File: src/rtl/wavetable_loader.sv
// wavetable_loader: write-side loader for the shared wavetable RAM.
// Takes a valid/ready stream of samples and writes one full table into a
// chosen bank. It refuses to start on the bank the oscillator is reading.
// Each accepted sample is followed by a dedicated write cycle, so the
// loader takes at most one sample every two cycles.
module wavetable_loader #(
  parameter int DATAWIDTH = 16,
  parameter int ADDRWIDTH = 8
) (
  input  logic                 clk,
  input  logic                 rst,
  input  logic                 start,
  input  logic [1:0]           bank_sel,
  input  logic [1:0]           rd_bank,
  input  logic                 abort,
  input  logic [DATAWIDTH-1:0] s_data,
  input  logic                 s_valid,
  output logic                 s_ready,
  output logic [ADDRWIDTH-1:0] WADDR,
  output logic [1:0]           wbank,
  output logic [DATAWIDTH-1:0] WDATA,
  output logic                 WE,
  output logic                 busy,
  output logic                 done,
  output logic                 err
);

  typedef enum logic [1:0] {
    IDLE  = 2'd0,
    LOAD  = 2'd1,
    WRITE = 2'd2,
    DONE  = 2'd3
  } state_t;

  localparam logic [ADDRWIDTH-1:0] LAST_ADDR = '1;

  state_t                 state;
  state_t                 state_next;
  logic [ADDRWIDTH-1:0]   waddr_next;
  logic [1:0]             wbank_next;
  logic [DATAWIDTH-1:0]   wdata_next;
  logic                   err_next;

  // State and datapath registers; reset drops any load in progress
  always_ff @(posedge clk) begin
    if (rst) begin
      state <= IDLE;
      WADDR <= '0;
      wbank <= '0;
      WDATA <= '0;
      err   <= 1'b0;
    end else begin
      state <= state_next;
      WADDR <= waddr_next;
      wbank <= wbank_next;
      WDATA <= wdata_next;
      err   <= err_next;
    end
  end

  // Next-state and register-update logic; registers hold unless a transition updates them
  always_comb begin
    state_next = state;
    waddr_next = WADDR;
    wbank_next = wbank;
    wdata_next = WDATA;
    err_next   = 1'b0;
    case (state)
      IDLE: begin
        // abort is ignored here, so a simultaneous start still takes effect
        if (start) begin
          if (bank_sel != rd_bank) begin
            state_next = LOAD;
            wbank_next = bank_sel;
            waddr_next = '0;
          end else begin
            err_next = 1'b1;
          end
        end
      end
      LOAD: begin
        if (abort) begin
          state_next = IDLE;
          waddr_next = '0;
        end else if (s_valid) begin
          wdata_next = s_data;
          state_next = WRITE;
        end
      end
      WRITE: begin
        // the write strobe for this cycle is already out; abort only stops what follows
        if (abort) begin
          state_next = IDLE;
          waddr_next = '0;
        end else if (WADDR == LAST_ADDR) begin
          waddr_next = '0;
          state_next = DONE;
        end else begin
          waddr_next = WADDR + 1'b1;
          state_next = LOAD;
        end
      end
      DONE: begin
        state_next = IDLE;
      end
      default: begin
        state_next = IDLE;
        waddr_next = '0;
      end
    endcase
  end

  // Handshake and status flags decode from the state alone (no path from s_valid to s_ready)
  always_comb begin
    s_ready = (state == LOAD);
    WE      = (state == WRITE);
    busy    = (state == LOAD) || (state == WRITE);
    done    = (state == DONE);
  end

endmodule

File: config.mk
export PLATFORM = sky130hd
export DESIGN_NAME = wavetable_loader
export DESIGN_NICKNAME = d
export VERILOG_FILES = /design/src/rtl/wavetable_loader.sv
export SDC_FILE = /design/constraint.sdc
export NUM_CORES = 1
export LEC_CHECK = 0
export ABC_AREA = 1
export CORE_MARGIN = 2
export CORE_UTILIZATION = 27
export CTS_BUF_LIST = sky130_fd_sc_hd__clkbuf_8 sky130_fd_sc_hd__clkbuf_16
export CTS_CLUSTER_SIZE = 16
export DETAILED_ROUTE_END_ITERATION = 12
export GPL_TIMING_DRIVEN = 0
export PLACE_DENSITY = 0.64
export SLEW_MARGIN = 10
export SYNTH_ARGS = -nofsm -noshare
export SYNTH_HDL_FRONTEND = slang
export SYNTH_SLANG_ARGS = --single-unit
File: constraint.sdc
create_clock -name clk -period 1.37 [get_ports clk]
set_clock_uncertainty 0.1 [all_clocks]
set_input_delay 0.274 -clock clk [delete_from_list [all_inputs] [get_ports clk]]
set_output_delay 0.274 -clock clk [all_outputs]
set_load 0.01 [all_outputs]
==> results.txt <==
After synthesis the netlist holds a flip-flop and latch count of 29. Buffers placed on the I/O ports in this run total 54. The data arrival time of the critical path is 1.71 ns. The area of the die is 0.00585 sq mm, and the die width is 76.5 um.

The checks that failed: setup timing. Setup repair after global routing could not meet its margin everywhere. Of the available clock period, the critical path in the final layout requires 117%. Detailed placement ended at an HPWL of 2.83 mm. For the clock network power share, the log shows 36.9%. STA classifies the critical path endpoint as a flop.

For the worst-skew pair, the clock arrives at the later sink with an insertion delay of 0.28 ns. In the global route stage, met3 resource usage came out at 3.79%. The run gives 26 as the floorplan row count.

The run finished, with violations left. The H-tree was split into 2 levels. For the final number of hold-violating endpoints, the log shows 0. In the layout the commonest cells are sky130_fd_sc_hd__nand2_1, sky130_fd_sc_hd__dlygate4sd2_1, sky130_fd_sc_hd__nand3_1. For the post-detailed-placement cell area, the log shows 0.00209 sq mm. Kind of critical path: flop to flop. Root buffer selected by CTS: sky130_fd_sc_hd__clkbuf_8.

The area share of the largest cell type after synthesis works out to 40.9%. The number of instances in the placed design was 328; the clock slew at the register clock pins of the worst setup and hold paths was 0.06 ns. Proportion of synthesized chip area in sequential cells: 40.9%.

The tool flagged a number of max-cap violations equal to 0. met2 is the most crowded layer. The total number of yosys warnings was 0; the post-synthesis cell area was 0.00142 sq mm.

The run gives 204 as the gate count after technology mapping. The post-layout total power is 2.49 mW, and the leakage power is 1.13 nW. The tools report the final instance area as 0.00262 sq mm. The unique cell type count in the Yosys netlist was 21. Entering global routing, the biggest net connects 11 pins. The max-slew violation count is 0, and the per-cell routed wire length is 12.4 um.

In the routed design, unresolved DRC markers number 0. The final setup slack of the worst path was -0.227 ns. The number of antenna violations at the first check in global routing is 0, and the cts-stage hold buffer count is 0. For this run the aggregate overflow at the end of global routing stands at 0. Hold timing on the final database bottoms out at a slack of 0.294 ns. The number of top-level pins was 56. The tools report the combinational fraction of design power as 26.7%.

For this run, the post-layout net count is 313. Dividing total power by cell area gives a power density of 953 mW/mm^2. The routed design has 4.37 mm of wire. Counting every net in the synthesized netlist gives 235. The overall global routing resource usage was 14.1%; the cell-internal power was 1.79 mW.

Before CTS, the worst setup slack after placement is -0.532 ns. IR analysis of the VDD net gives a maximum drop of 0.519 mV. The leading area contributor after synthesis is sky130_fd_sc_hd__dfxtp_1. The via count was 1577; the transition time at the pin with the least slew margin was 0.397 ns.

The floorplan step defined a core boundary enclosing 0.00507 sq mm. The core utilization of the finished layout is 51.6%, and the number of buffers between clock root and the deepest sink is 2. The first global-routing pass estimated 6.60 mm of wire. The detailed router finished its first iteration with 66 violations.

Global routing used 24.2% of the available met2 tracks. The number of buffers added by the clock tree synthesis step came out at 5. In the routed layout, each cell is associated on average with a via count of 4.47.

Summed over all failing endpoints, the final setup total negative slack is -4.01 ns. Once detail routing completed, the nets flagged for antenna violations numbered 0. Routability-driven placement finished with a final weighted congestion of 0.781.

The tightest min-delay check is of the primary input to flop type. Along the worst path, the maximum fanout reaches 10. Net switching is 28.3% of the power. Data on the critical path is required at its endpoint by 1.48 ns. The tools report the sequential group share of total power as 36.4%. For the final setup violation count, the log shows 29.

The first TritonRoute pass finished after 5 iterations. The area growth from synthesis to layout is 84.5%. The effective utilization at floorplan is 28.0%. The final critical-path required period is 1.60 ns. The routing usage on met1 is 16.5%. The fraction of final layout cells sized beyond drive strength 1 was 35.3%; the max-slew headroom at the worst pin was 73.6%. The timing-limited maximum frequency came out at 626 MHz.

The synthesized area divided by synthesized cell count is 6.96 sq um, and the number of global-route vias before repair is 1382. The die extent in y was 76.5 um. The worst setup path is launched from a flop. After synthesis, the cell types taking the most area are sky130_fd_sc_hd__dfxtp_1, sky130_fd_sc_hd__nand2_1, sky130_fd_sc_hd__nand3_1. The number of sinks driven by the clock tree is 29. The switching power total is 0.705 mW.

The library cell used most frequently in the layout, excluding fill and tap cells, is sky130_fd_sc_hd__nand2_1. For the final instance count without filler cells, the log shows 353. The repair_antennas step left the layout with diodes totalling 0. TritonCTS built the clock tree.
==> synth_stat cells <==
cell type                  instances
sky130_fd_sc_hd__ha_1              6
sky130_fd_sc_hd__dfxtp_1          29
sky130_fd_sc_hd__buf_6             1
sky130_fd_sc_hd__a21boi_1          1
sky130_fd_sc_hd__o21ai_2           1
sky130_fd_sc_hd__nand4_1           5
sky130_fd_sc_hd__nand3_1          27
sky130_fd_sc_hd__nand2_2           1
sky130_fd_sc_hd__nor2_1           19
sky130_fd_sc_hd__inv_1            23
sky130_fd_sc_hd__o21ai_1           1
sky130_fd_sc_hd__nand2_1          54
sky130_fd_sc_hd__buf_2             3
sky130_fd_sc_hd__nor2_4            1
sky130_fd_sc_hd__a21oi_1          21
sky130_fd_sc_hd__o21ai_0           1
sky130_fd_sc_hd__nor3_4            1
sky130_fd_sc_hd__clkbuf_1          3
sky130_fd_sc_hd__nor4_1            1
sky130_fd_sc_hd__nor3_1            4
sky130_fd_sc_hd__buf_4             1
==> critical path: stages (launching register included) <==
cell,delay (ns)
sky130_fd_sc_hd__dfxtp_4,0.37
sky130_fd_sc_hd__inv_4,0.04
sky130_fd_sc_hd__ha_4,0.26
sky130_fd_sc_hd__nor2_2,0.04
sky130_fd_sc_hd__nor3_4,0.25
sky130_fd_sc_hd__buf_6,0.18
sky130_fd_sc_hd__nand3_1,0.07
sky130_fd_sc_hd__nand2_1,0.07
sky130_fd_sc_hd__nand2_1,0.04
sky130_fd_sc_hd__nor2_1,0.08
==> state kept, by name, indices dropped and copies added, names as in the netlist <==
name and count:
WDATA 16, wbank 2, err 1, WADDR 8
state 2
==> path summary, 6_finish.rpt <==
| check | startpoint | to | slack [ns] | cells after the start |
|---|---|---|---|---|
| hold / removal | s_valid | WDATA[6] | 0.29 | 3 |
| hold reg to reg | WDATA[7] | WDATA[7] | 0.36 | 2 |
| setup reg to reg | state[0] | WADDR[6] | -0.23 | 9 |
| setup / recovery | state[0] | WADDR[6] | -0.23 | 9 |
==> repair_timing <==
| action | CTS | global route |
|---|---|---|
| endpoints found under the hold margin | 0 | 0 |
| gates cloned | 2 | 0 |
| buffers inserted | 9 | 7 |
| pin swaps | 10 | 13 |
| setup endpoints to repair | 57 | 32 |
| gates resized for setup | 95 | 44 |
==> per-layer routing <==
metal	vias up	part of all wire, %
met1	712	43
met5	-	0
met3	7	3.7
met4	0	1.6
met2	38	52
li1	820	-
==> cells by family after synthesis <==
group           after synthesis  share of synthesized area (%)
compound gates               25                           9.26
simple gates                113                           35.3
flops                        29                           40.9
buf+inv                      31                           9.26
fa+ha+maj                     6                           5.29
==> final cells by class <==
type / count / area, sq um
multi-input combinational: 144 / 990
fill: 487 / 2460
inverter: 23 / 96.3
sequential: 29 / 596
clock inverter: 2 / 33.8
tap: 70 / 87.6
buffer: 8 / 67.6
timing repair buffer: 71 / 664
clock buffer: 6 / 82.6
==> power by group through the flow <==
stage               registers (mW)  clock network (mW)  logic, mW
finish                       0.909               0.920      0.666
global route                 0.913               0.983      0.717
CTS                          0.905               0.939      0.561
detailed placement           0.921                   0      0.492
global placement             0.919                   0      0.492
floorplan                    0.931                   0      0.280
Power figures use the tool's default switching activity.
